==> src/rtl/boom_axi_mem_pkg.sv <==
// Shared types and helpers for the AXI-to-SRAM bridge: FSM states, AXI burst and
// response encodings, and the next-beat address calculation.
package boom_axi_mem_pkg;

    typedef enum logic [2:0] {
        S_IDLE,
        S_RD_REQ,
        S_RD_WAIT,
        S_RD_RESP,
        S_WR_DATA,
        S_WR_RESP
    } state_e;

    localparam logic [1:0] BURST_FIXED = 2'b00;
    localparam logic [1:0] BURST_INCR  = 2'b01;
    localparam logic [1:0] BURST_WRAP  = 2'b10;

    localparam logic [1:0] RESP_OKAY   = 2'b00;
    localparam logic [1:0] RESP_SLVERR = 2'b10;

    // Computed at 64 bits; callers truncate to their address width, which also
    // gives the modulo-2^ADDR_WIDTH wrap of INCR bursts.
    function automatic logic [63:0] beat_addr_next(input logic [63:0] addr,
                                                   input logic [2:0]  size,
                                                   input logic [7:0]  len,
                                                   input logic [1:0]  burst,
                                                   input logic        wrap_en);
        logic [63:0] step;
        logic [63:0] sum;
        logic [63:0] mask;
        step = 64'd1 << size;
        sum  = addr + step;
        mask = ((64'(len) + 64'd1) << size) - 64'd1;
        if (burst == BURST_FIXED)
            return addr;
        if (burst == BURST_WRAP && wrap_en)
            return (addr & ~mask) | (sum & mask);
        return sum;
    endfunction

endpackage

==> src/rtl/boom_axi_burst_addr.sv <==
// Beat address generator: next address of a burst and the memory-word-aligned
// address of the current beat.
module boom_axi_burst_addr
    import boom_axi_mem_pkg::*;
#(
    parameter int ADDR_WIDTH = 32,
    parameter int DATA_WIDTH = 64,
    parameter bit WRAP_EN    = 1'b0
) (
    input  logic [ADDR_WIDTH-1:0] addr_i,
    input  logic [2:0]            size_i,
    input  logic [7:0]            len_i,
    input  logic [1:0]            burst_i,
    output logic [ADDR_WIDTH-1:0] next_o,
    output logic [ADDR_WIDTH-1:0] aligned_o
);
    localparam int BLOG = $clog2(DATA_WIDTH / 8);

    assign next_o    = ADDR_WIDTH'(beat_addr_next(64'(addr_i), size_i, len_i, burst_i, WRAP_EN));
    assign aligned_o = {addr_i[ADDR_WIDTH-1:BLOG], {BLOG{1'b0}}};

endmodule

==> src/rtl/boom_axi_mem_bridge.sv <==
// AXI4 slave to single-port synchronous memory bridge, one burst at a time.
// Define BOOM_AXI_MEM_WRAP_EN to support WRAP bursts (otherwise WRAP behaves as INCR).
module boom_axi_mem_bridge
    import boom_axi_mem_pkg::*;
#(
    parameter int ID_WIDTH    = 4,
    parameter int ADDR_WIDTH  = 32,
    parameter int DATA_WIDTH  = 64,
    parameter int MEM_LATENCY = 1
) (
    input  logic                    clock,
    input  logic                    reset_wire_reset,
    input  logic                    aw_valid_i,
    input  logic [ID_WIDTH-1:0]     aw_id_i,
    input  logic [ADDR_WIDTH-1:0]   aw_addr_i,
    input  logic [7:0]              aw_len_i,
    input  logic [2:0]              aw_size_i,
    input  logic [1:0]              aw_burst_i,
    output logic                    aw_ready_o,
    input  logic                    w_valid_i,
    input  logic [DATA_WIDTH-1:0]   w_data_i,
    input  logic [DATA_WIDTH/8-1:0] w_strb_i,
    input  logic                    w_last_i,
    output logic                    w_ready_o,
    output logic                    b_valid_o,
    output logic [ID_WIDTH-1:0]     b_id_o,
    output logic [1:0]              b_resp_o,
    input  logic                    b_ready_i,
    input  logic                    ar_valid_i,
    input  logic [ID_WIDTH-1:0]     ar_id_i,
    input  logic [ADDR_WIDTH-1:0]   ar_addr_i,
    input  logic [7:0]              ar_len_i,
    input  logic [2:0]              ar_size_i,
    input  logic [1:0]              ar_burst_i,
    output logic                    ar_ready_o,
    output logic                    r_valid_o,
    output logic [ID_WIDTH-1:0]     r_id_o,
    output logic [DATA_WIDTH-1:0]   r_data_o,
    output logic [1:0]              r_resp_o,
    output logic                    r_last_o,
    input  logic                    r_ready_i,
    output logic                    req_o,
    output logic                    we_o,
    output logic [ADDR_WIDTH-1:0]   addr_o,
    output logic [DATA_WIDTH/8-1:0] be_o,
    output logic [DATA_WIDTH-1:0]   data_o,
    input  logic [DATA_WIDTH-1:0]   data_i
);
    localparam int BLOG = $clog2(DATA_WIDTH / 8);
`ifdef BOOM_AXI_MEM_WRAP_EN
    localparam bit WRAP_EN = 1'b1;
`else
    localparam bit WRAP_EN = 1'b0;
`endif

    state_e                  state_q, state_d;
    logic [ID_WIDTH-1:0]     id_q, id_d;
    logic [ADDR_WIDTH-1:0]   addr_q, addr_d;
    logic [7:0]              len_q, len_d, beat_q, beat_d;
    logic [2:0]              size_q, size_d, cnt_q, cnt_d;
    logic [1:0]              burst_q, burst_d;
    logic [DATA_WIDTH-1:0]   rdata_q, rdata_d;
    logic                    err_q, err_d, mism_q, mism_d, drop_q, drop_d;
    logic                    rr_q, rr_d, ar_rdy_q, ar_rdy_d, aw_rdy_q, aw_rdy_d;

    logic [ADDR_WIDTH-1:0]   next_addr, beat_addr, in_addr;
    logic [ID_WIDTH-1:0]     in_id;
    logic [7:0]              in_len;
    logic [2:0]              in_size;
    logic [1:0]              in_burst;
    logic                    last_beat, wr_req, in_bad;

    boom_axi_burst_addr #(
        .ADDR_WIDTH(ADDR_WIDTH),
        .DATA_WIDTH(DATA_WIDTH),
        .WRAP_EN   (WRAP_EN)
    ) u_burst_addr (
        .addr_i   (addr_q),
        .size_i   (size_q),
        .len_i    (len_q),
        .burst_i  (burst_q),
        .next_o   (next_addr),
        .aligned_o(beat_addr)
    );

    // Address channel whose ready was raised last cycle supplies the burst.
    assign in_id    = ar_rdy_q ? ar_id_i    : aw_id_i;
    assign in_addr  = ar_rdy_q ? ar_addr_i  : aw_addr_i;
    assign in_len   = ar_rdy_q ? ar_len_i   : aw_len_i;
    assign in_size  = ar_rdy_q ? ar_size_i  : aw_size_i;
    assign in_burst = ar_rdy_q ? ar_burst_i : aw_burst_i;
    assign in_bad   = (in_size > 3'(BLOG)) ||
                      (WRAP_EN && in_burst == BURST_WRAP &&
                       !(in_len inside {8'd1, 8'd3, 8'd7, 8'd15}));

    assign last_beat = (beat_q == len_q);
    assign wr_req    = (state_q == S_WR_DATA) && w_valid_i && !drop_q && !err_q;

    always_comb begin
        state_d  = state_q;
        id_d     = id_q;
        addr_d   = addr_q;
        len_d    = len_q;
        size_d   = size_q;
        burst_d  = burst_q;
        beat_d   = beat_q;
        cnt_d    = cnt_q;
        rdata_d  = rdata_q;
        err_d    = err_q;
        mism_d   = mism_q;
        drop_d   = drop_q;
        rr_d     = rr_q;
        ar_rdy_d = 1'b0;
        aw_rdy_d = 1'b0;
        unique case (state_q)
            S_IDLE: begin
                // Ready is registered, so a grant costs one cycle but keeps
                // valid-to-ready free of combinational paths.
                if (ar_rdy_q || aw_rdy_q) begin
                    if ((ar_rdy_q && ar_valid_i) || (aw_rdy_q && aw_valid_i)) begin
                        id_d    = in_id;
                        addr_d  = in_addr;
                        len_d   = in_len;
                        size_d  = in_size;
                        burst_d = in_burst;
                        err_d   = in_bad;
                        beat_d  = '0;
                        mism_d  = 1'b0;
                        drop_d  = 1'b0;
                        rr_d    = ar_rdy_q;
                        state_d = ar_rdy_q ? S_RD_REQ : S_WR_DATA;
                    end
                end else if (ar_valid_i && (!aw_valid_i || !rr_q)) begin
                    ar_rdy_d = 1'b1;
                end else if (aw_valid_i) begin
                    aw_rdy_d = 1'b1;
                end
            end
            S_RD_REQ: begin
                if (err_q) begin
                    rdata_d = '0;
                    state_d = S_RD_RESP;
                end else begin
                    cnt_d   = 3'd1;
                    state_d = S_RD_WAIT;
                end
            end
            S_RD_WAIT: begin
                if (cnt_q == 3'(MEM_LATENCY)) begin
                    rdata_d = data_i;
                    state_d = S_RD_RESP;
                end else begin
                    cnt_d = cnt_q + 3'd1;
                end
            end
            S_RD_RESP: begin
                if (r_ready_i) begin
                    if (last_beat) begin
                        state_d = S_IDLE;
                    end else begin
                        beat_d  = beat_q + 8'd1;
                        addr_d  = next_addr;
                        state_d = S_RD_REQ;
                    end
                end
            end
            S_WR_DATA: begin
                // Beats past len+1 are swallowed until w_last so the master can finish.
                if (w_valid_i) begin
                    if (drop_q) begin
                        if (w_last_i) state_d = S_WR_RESP;
                    end else begin
                        beat_d = beat_q + 8'd1;
                        addr_d = next_addr;
                        if (w_last_i != last_beat) mism_d = 1'b1;
                        if (w_last_i)       state_d = S_WR_RESP;
                        else if (last_beat) drop_d  = 1'b1;
                    end
                end
            end
            S_WR_RESP: begin
                if (b_ready_i) state_d = S_IDLE;
            end
            default: state_d = S_IDLE;
        endcase
    end

    always_ff @(posedge clock or posedge reset_wire_reset) begin
        if (reset_wire_reset) begin
            state_q  <= S_IDLE;
            id_q     <= '0;
            addr_q   <= '0;
            len_q    <= '0;
            size_q   <= '0;
            burst_q  <= '0;
            beat_q   <= '0;
            cnt_q    <= '0;
            rdata_q  <= '0;
            err_q    <= 1'b0;
            mism_q   <= 1'b0;
            drop_q   <= 1'b0;
            rr_q     <= 1'b0;
            ar_rdy_q <= 1'b0;
            aw_rdy_q <= 1'b0;
        end else begin
            state_q  <= state_d;
            id_q     <= id_d;
            addr_q   <= addr_d;
            len_q    <= len_d;
            size_q   <= size_d;
            burst_q  <= burst_d;
            beat_q   <= beat_d;
            cnt_q    <= cnt_d;
            rdata_q  <= rdata_d;
            err_q    <= err_d;
            mism_q   <= mism_d;
            drop_q   <= drop_d;
            rr_q     <= rr_d;
            ar_rdy_q <= ar_rdy_d;
            aw_rdy_q <= aw_rdy_d;
        end
    end

    assign ar_ready_o = ar_rdy_q;
    assign aw_ready_o = aw_rdy_q;
    assign w_ready_o  = (state_q == S_WR_DATA);
    assign r_valid_o  = (state_q == S_RD_RESP);
    assign r_id_o     = id_q;
    assign r_data_o   = rdata_q;
    assign r_resp_o   = err_q ? RESP_SLVERR : RESP_OKAY;
    assign r_last_o   = (state_q == S_RD_RESP) && last_beat;
    assign b_valid_o  = (state_q == S_WR_RESP);
    assign b_id_o     = id_q;
    assign b_resp_o   = (err_q || mism_q) ? RESP_SLVERR : RESP_OKAY;

    assign req_o  = ((state_q == S_RD_REQ) && !err_q) || wr_req;
    assign we_o   = wr_req;
    assign addr_o = beat_addr;
    assign be_o   = wr_req ? w_strb_i : '0;
    assign data_o = wr_req ? w_data_i : '0;

endmodule

==> config.mk <==
export PLATFORM = sky130hd
export DESIGN_NAME = boom_axi_mem_bridge
export DESIGN_NICKNAME = d
export VERILOG_FILES = /design/src/rtl/boom_axi_mem_pkg.sv /design/src/rtl/boom_axi_burst_addr.sv /design/src/rtl/boom_axi_mem_bridge.sv
export SDC_FILE = /design/constraint.sdc
export NUM_CORES = 1
export LEC_CHECK = 0
export CAP_MARGIN = 30
export CORE_AREA = 2 2 166 168
export CTS_BUF_LIST = sky130_fd_sc_hd__clkbuf_16
export CTS_CLUSTER_SIZE = 30
export DETAILED_ROUTE_END_ITERATION = 8
export DIE_AREA = 0 0 168 170
export PLACE_DENSITY = 0.72
export SYNTH_ARGS = -nofsm -noshare
export SYNTH_HDL_FRONTEND = slang
export SYNTH_SLANG_ARGS = --single-unit
==> constraint.sdc <==
create_clock -name clock -period 8.3 [get_ports clock]
set_input_delay 1.245 -clock clock [delete_from_list [all_inputs] [get_ports clock]]
set_output_delay 1.245 -clock clock [all_outputs]
set_load 0.05 [all_outputs]
---- Word-level counts from Yosys, hierarchy flattened ----
Index checks and enable logic that the tools add are counted.
operators by class
  add/sub/neg operators ................... 3
  multiply operators ...................... 0
  div/mod/pow operators ................... 0
  magnitude comparators ................... 1
  equality and inequality tests ........... 21
  shift operators ......................... 1
  muxes and demuxes ....................... 61
  bitwise gates (word level) .............. 0
  reductions and logical operators ........ 29
operators with widths
  kind                  number
  $mux 32               9
  $mux 64               3
  $pmux 64 s2           1
  $pmux 32 s3           1
  $mux 8                8
  $mux 3                11
  $add 32x32->32        1
  $shl 1x3->32 const A  1
  $pmux 8 s3            1
  $ne 2x2->1 const B    10
  $mux 1                19
  $pmux 3 s6            1
  $reduce_and 7->1      2
  $reduce_and 3->1      3
  $add 8x1->8 const B   1
  $eq 8x8->1            1
  $logic_and 1x1->1     8
  $eq 3x1->1 const B    2
  $eq 3x2->1 const B    2
  $eq 3x3->1 const B    2
  $mux 2                3
  $ne 2x1->1 const B    3
  $pmux 3 s2            1
  $reduce_and 6->1      1
  other kinds (12)      21
storage, ports and cells
  flip-flop bits (word level) ............. 133
  latch bits .............................. 0
  RAM bits ................................ 0
  ROM bits ................................ 0
  input bits .............................. 242
  output and inout port bits .............. 188
  logic and storage cells ................. 131
  memories ................................ 0

---- Longest topological paths before layout ----
Gate-level depths: netlist of run 1.
  depth in word-level cells ............... 6
  depth in mapped cells ................... 11
  mapped depth without buffers ............ 9

---- Cells and area by module ----
Synthesis of run 1 repeated with hierarchy kept, for this count alone.
unflattened totals
  cell total of the unflattened synthesis .. 776
  area total of the unflattened synthesis .. 8,315.5 um2
by module, submodules not included
  module               times used  cells an instance  area an instance (um2)  seq. area each (um2)
  boom_axi_mem_bridge  1           590                6,937.9                 3,303.2
  boom_axi_burst_addr  1           186                1,377.6                 0.0

---- Worst setup path before layout of run 1 ----
OpenSTA, ideal clock, no wires.
  kind .................................... input to output
  start ................................... input port w_valid_i
  end ..................................... output port data_o[55]
  arrival time ............................ 2,590 ps
  data required time ...................... 7,055 ps
  slack ................................... 4,465 ps
  stages .................................. 4
  buffers on the path ..................... 1
  cells stage by stage .................... nand2b_1 nor3_1 clkbuf_1 and2_1
on the way
  word-level cells in the longest chain between the ends .. 4
ends and longest elaborated chain
  what                            line                        source
  from (decl)                     boom_axi_mem_bridge.sv:20   input logic w_valid_i,
  $logic_and 1x1->1 (3 in a row)  boom_axi_mem_bridge.sv:97   assign wr_req = (state_q == S_WR_DATA) && w_valid_i && !drop_q && !err_q;
  net we_o                        boom_axi_mem_bridge.sv:43   output logic we_o,
  $mux 64                         boom_axi_mem_bridge.sv:240  assign data_o = wr_req ? w_data_i : '0;
  to (decl)                       boom_axi_mem_bridge.sv:46   output logic [DATA_WIDTH-1:0] data_o,
The timed path passes the listed nets, and every way through them passes these cells.

---- Final worst setup path of run 1 ----
  start ................................... input port w_valid_i
  end ..................................... output port data_o[37]
on the way
  word-level cells in the longest chain between the ends .. 4
ends and longest elaborated chain
  what                            line
  $logic_and 1x1->1 (3 in a row)  boom_axi_mem_bridge.sv:97
  $mux 64                         boom_axi_mem_bridge.sv:240
Every way passes these cells.

==> results.cfg, run 1 <==
[logic_synthesis]
post_synth.cell_area_avg_sq_um = 9.743
synth_cells = 793
mappedNetlistArea_sq_um = 7726
cell_type_with_the_largest_total_area_after_synthesis = sky130_fd_sc_hd__dfrtp_1
yosys.cell_count.top_type = sky130_fd_sc_hd__dfrtp_1
postSynthRegisterBits = 132
dominantRegCellSynth = sky130_fd_sc_hd__dfrtp_1
yosys.cell_types.count = 63
post_synth_main_area_contributors = sky130_fd_sc_hd__dfrtp_1, sky130_fd_sc_hd__a22o_1, sky130_fd_sc_hd__and2_1, sky130_fd_sc_hd__mux2i_1, sky130_fd_sc_hd__buf_4
yosysTopAreaCellShare_pct = 42.75
synth_warnings = 0
synth-edff-count = 0
synth_commonest_cells = sky130_fd_sc_hd__dfrtp_1, sky130_fd_sc_hd__and2_1, sky130_fd_sc_hd__a22o_1
asyncSetResetFlopFracSynth_pct = 100.0
synth_sequential_area_ratio_pct = 42.75

[floorplan]
design.die.area_sq_um = 28560
die_h_microns = 170
start_util_pct = 28.99
rows = 60
io_pins = 430
die_w_microns = 168
design.core.area_sq_um = 26650

[timing]
fin_skew_ps = 11.77
worst_margin_pin_slew_ps = 888.0
totalNegativeSetupSlack_ps = 0
final.min_clock_period_ps = 4770
maxClockFrequency_mhz = 209.7
timing.final.crit_share_pct = 57.46
finalSetupViolCount = 0
slew_violations = 0
setup_repair_after_global_routing_missed_its_margin = no
timing.max_slew.rel_slack_pct = 40.58
final_hold_viol_count = 0

[outcome]
run_status = complete, no violations

[detailed_routing]
detail_route.wirelength_mm = 27.25
drt-wirelength-per-cell_microns = 18.13
route.met2.wl_mm = 12.82
detailroute.wirelength.met3_mm = 2.246
drt_pre_antenna_iters = 5
vias = 7365
drc = 0
post_drt_via_cell_ratio = 4.900
top_layer = met4
met1_length_mm = 11.93
drt_first_iter_violations = 531
route.antenna.remaining_nets = 0

[hold_path]
hold_start = rr_q
min-delay-path-class = reg2reg

[cells_and_area]
fill_cells = 2518
antenna-diode-count = 0
ff_latch_area_sq_um = 3304
drive_gt1_share_pct = 6.713
syn2layout_area_growth_pct = 62.53
final_nets = 1404
multiInputGateArea_sq_um = 3857

[power]
switching_share_pct = 49.85
power.switching_mw = 2.508
power-per-cell-area_nw_per_um2 = 400.7
intPower_mw = 2.524
ir_worst_vdd_v = 0.0002556
finalPower_mw = 5.032
power.sequential.fraction_pct = 24.0
clockPowerShare_pct = 15.7
p_comb_share_pct = 60.3
total_leakage_power_nw = 5.000

[place]
port-buffer-count = 424
dp_hpwl_mm = 20.54
gp_congestion = 0.7950

[grt]
number_of_global_route_vias_before_repair = 7240
grt_start_max_net_pins = 76
globalRouteTotalUtil_pct = 18.25
grt_antenna_before_repair = 0
grt.overflow.total = 0
first_pass_grt_wire_length_mm = 41.21

[clock_tree]
cts_tree = yes
cts.repair_timing.setup_buffer_count = 0
cts_root_buf = sky130_fd_sc_hd__clkbuf_16
tritoncts.num_buffers = 17
cts.htree.levels = 4
cts_buffer_depth = 2
ctsHoldBuffers = 0
number_of_sinks_on_the_clock_net = 132
clock_insertion_delay_worst_skew_ps = 420
post_cts_resize_count = 0
worst_setup_hold_path_clk_slew_ps = 60

[critical_path]
cp-start-kind = input pin
arrival_ps = 3520
cp_slowest_stage_delay_ps = 820
cp_max_fo = 74
cpMaxStageDelayCell = sky130_fd_sc_hd__clkdlybuf4s50_1
reg2reg_slack_ps = 5020
worstReg2RegEnd = addr_q[26]
timing.critical_path.depth = 6
worst-r2r-cell-count = 7
worst_path_dominant_cell_family = buffers and inverters
crit_path_end_kind = output pin
critical_register_to_register_path_startpoint = ar_ready_o
critical_path.cell_chain = clkdlybuf4s50_1, nand2b_1, nor3_2, buf_4, and2_1, clkdlybuf4s50_1
critPathKind = in2out
cp_data_required_time_ps = 7050
worstPathBufferInverterCount = 3
top_cell_by_count_worst_path = sky130_fd_sc_hd__clkdlybuf4s50_1
setup.worst_path.start = w_valid_i
worst_setup_path_endpoint = data_o[37]

[flow_run]
max_cap_violations = 0
## metrics by stage
stage | hold WS (ps) | utilization [%] | instances | cell area [sq um] | setup WS [ps]
floorplan | 434.1 | - | 797 | 7741 | 3529
global placement | 447.0 | 44.83 | 1471 | 11950 | 3586
detailed placement | 475.3 | 44.83 | 1471 | 11950 | 3563
CTS | 489.5 | 47.12 | 1503 | 12560 | 3530
global route | 510.7 | 47.12 | 1503 | 12560 | 3396
finish | 488.5 | 47.12 | 1503 | 12560 | 3530
## area by class of cell
type                    instances  share of cell area (%)
well taps                     341                   3.398
clock buffers                  17                   3.388
repair buffers                433                   34.34
multi-input cells             554                   30.72
clock inverters                15                   1.475
inverters                      11                  0.3687
flip-flops and latches        132                   26.32
## cell usage in the layout (no fill, tap or decap), drive strengths merged, types with 10 or more instances in the layout
cell type      instances
mux2i                 36
nor2b                 10
a211oi                12
nand3                 14
and2                  77
xnor2                 17
a22o                  68
ha                    12
inv                   19
mux2                  16
o22ai                 13
nand4                 11
nor3                  17
nor2                  47
a21oi                 47
clkbuf                17
clkdlybuf4s50        424
o21ai                 27
nand2                 29
dfrtp                132
## registers in the layout, indices dropped and copies added, names as in the netlist
signal and cells:
addr_q 32, ar_ready_o 1, aw_ready_o 1, b_id_o 4
beat_q 8, burst_q 2, cnt_q 3, drop_q 1
len_q 8, mism_q 1, r_data_o 64, rr_q 1
size_q 3, state_q 3
## cells by family after synthesis
kind of cell	after synthesis	share of synthesized area [%]
simple gates	243	17.30
mux	52	6.996
other cells	1	0.04854
compound gates	220	20.49
buf+inv	111	7.838
fa+ha+maj	13	2.202
flops	132	42.75
xor+xnor	21	2.380
## power by group through the flow
| stage | clock (mW) | sequential [mW] | combinational (mW) |
|---|---|---|---|
| after floorplan | 0 | 1.60 | 1.81 |
| after global placement | 0 | 1.21 | 3.01 |
| after detailed placement | 0 | 1.21 | 3.05 |
| after CTS | 0.810 | 1.21 | 3.05 |
| after global routing | 0.838 | 1.25 | 3.23 |
| final | 0.790 | 1.21 | 3.03 |
## metal layers
metal / GRT usage [%] / up-vias
met2: 29.32 / 302
met4: 3.856 / 0
met3: 5.605 / 20
li1: - / 3533
met5: 0 / -
met1: 24.28 / 3510
## worst min-delay path by stage
stage | end | slack, ps | cells past startpoint
CTS | ar_ready_o | 490 | 1
detailed placement | ar_ready_o | 480 | 1
global route | ar_ready_o | 510 | 1
global placement | ar_ready_o | 450 | 1
finish | ar_ready_o | 490 | 1
floorplan | ar_ready_o | 430 | 1
(Power assumes the default switching activity.)
==> run 2, diff against run 1 <==
clock period = 4.8 ns   (was 8.3 ns; I/O delays follow)
==> results.cfg, run 2 (same netlist as run 1, synthesis figures left out) <==
[power]
power.switching_mw = 4.306
ir_worst_vdd_v = 0.0004290
finalPower_mw = 8.710
clockPowerShare_pct = 15.7
p_comb_share_pct = 60.6
total_leakage_power_nw = 5.016
power-per-cell-area_nw_per_um2 = 692.3
switching_share_pct = 49.44
power.sequential.fraction_pct = 23.6
intPower_mw = 4.404

[critical_path]
cp-start-kind = flip-flop
crit_path_end_kind = output pin
cpMaxStageDelayCell = sky130_fd_sc_hd__clkdlybuf4s50_1
cp_slowest_stage_delay_ps = 850
arrival_ps = 3300
cp_max_fo = 74
cp_data_required_time_ps = 4080
critical_path.cell_chain = or3b_4, nor3_2, buf_4, and2_1, clkdlybuf4s50_1
critPathKind = reg2out
worstPathBufferInverterCount = 2
worst_path_dominant_cell_family = buffers and inverters

[grt]
first_pass_grt_wire_length_mm = 41.55
grt_antenna_before_repair = 0
grt_start_max_net_pins = 75
grt.overflow.total = 0
globalRouteTotalUtil_pct = 18.49
number_of_global_route_vias_before_repair = 7362

[hold_path]
min-delay-path-class = reg2reg

[clock_tree]
number_of_sinks_on_the_clock_net = 132
cts.htree.levels = 4
cts_buffer_depth = 2
ctsHoldBuffers = 0
cts_tree = yes
tritoncts.num_buffers = 17
cts.repair_timing.setup_buffer_count = 0
worst_setup_hold_path_clk_slew_ps = 60
clock_insertion_delay_worst_skew_ps = 420
cts_root_buf = sky130_fd_sc_hd__clkbuf_16
post_cts_resize_count = 0

[timing]
setup_repair_after_global_routing_missed_its_margin = no
final.min_clock_period_ps = 4024
timing.final.crit_share_pct = 83.83
maxClockFrequency_mhz = 248.5
totalNegativeSetupSlack_ps = 0
fin_skew_ps = 11.79
setup_slack_ps = 776.3
final_hold_viol_count = 0
finalSetupViolCount = 0
hold_slack_final_ps = 473.4
timing.max_slew.rel_slack_pct = 47.53
worst_margin_pin_slew_ps = 783.5
slew_violations = 0

[flow_run]
max_cap_violations = 0

[outcome]
run_status = complete, no violations

[floorplan]
rows = 60
die_w_microns = 168
die_h_microns = 170
design.die.area_sq_um = 28560
io_pins = 430
design.core.area_sq_um = 26650
start_util_pct = 28.99

[place]
dp.cells = 1475
gp_congestion = 0.8015
post-place-ws_ps = 1081
placement_stage_cell_area_sq_um = 11980
dp_hpwl_mm = 20.76
port-buffer-count = 424

[detailed_routing]
detail_route.wirelength_mm = 27.39
drt-wirelength-per-cell_microns = 18.19
route.antenna.remaining_nets = 0
drt_first_iter_violations = 406
vias = 7352
drt_pre_antenna_iters = 5
drc = 0
post_drt_via_cell_ratio = 4.882

[cells_and_area]
antenna-diode-count = 0
finalInstanceArea_sq_um = 12580
drive_gt1_share_pct = 6.953
syn2layout_area_growth_pct = 62.83
max_ffs_per_register = 64
stdcell_count = 1506
layout.cells.most_common_list = sky130_fd_sc_hd__clkdlybuf4s50_1, sky130_fd_sc_hd__dfrtp_1, sky130_fd_sc_hd__and2_1
final_nets = 1408
layout.core_utilization_pct = 47.21
layout.cells.most_common = sky130_fd_sc_hd__clkdlybuf4s50_1
[run 2: cell count changes in the layout (fill, tap and decap cells not counted)]
cell	previous run	this run
sky130_fd_sc_hd__inv_8	3	0
sky130_fd_sc_hd__buf_4	9	13
sky130_fd_sc_hd__bufinv_16	2	3
sky130_fd_sc_hd__clkinv_4	1	5
sky130_fd_sc_hd__inv_6	6	3
sky130_fd_sc_hd__clkinv_8	1	0
sky130_fd_sc_hd__clkinv_2	0	1
[run 2: path summary, 6_finish.rpt]
check / startpoint / end / slack, ps / cells past startpoint
hold / removal: rr_q / ar_ready_o / 470 / 1
setup reg to reg: size_q[0] / addr_q[28] / 1580 / 9
hold reg to reg: rr_q / ar_ready_o / 470 / 1
max in group asynchronous: reset_wire_reset / size_q[2] / 3100 / 3
setup / recovery: state_q[2] / data_o[51] / 780 / 5
min in group asynchronous: reset_wire_reset / r_data_o[63] / 790 / 2
[run 2: cell type report]
type,count,area [sq um]
fillers,2502,14070
repair buffers,437,4342
multi-input cells,554,3857
flip-flops and latches,132,3304
well taps,341,426.7
clock buffers,17,425.4
clock inverters,14,178.9
inverters,11,46.29
[run 2: routing by layer]
layer | up-vias | global-route usage (%) | part of all wire, %
li1 | 3541 | - | -
met1 | 3516 | 24.11 | 44
met2 | 275 | 29.91 | 47
met3 | 20 | 5.674 | 7.6
met4 | 0 | 4.688 | 1.2
met5 | - | 0 | 0
[run 2: power groups by stage]
| stage | combinational [mW] | sequential [mW] | clock, mW |
|---|---|---|---|
| floorplan | 3.13 | 2.77 | 0 |
| global placement | 5.24 | 2.06 | 0 |
| detailed placement | 5.31 | 2.05 | 0 |
| CTS | 5.32 | 2.06 | 1.41 |
| global route | 5.62 | 2.13 | 1.45 |
| finish | 5.28 | 2.06 | 1.37 |
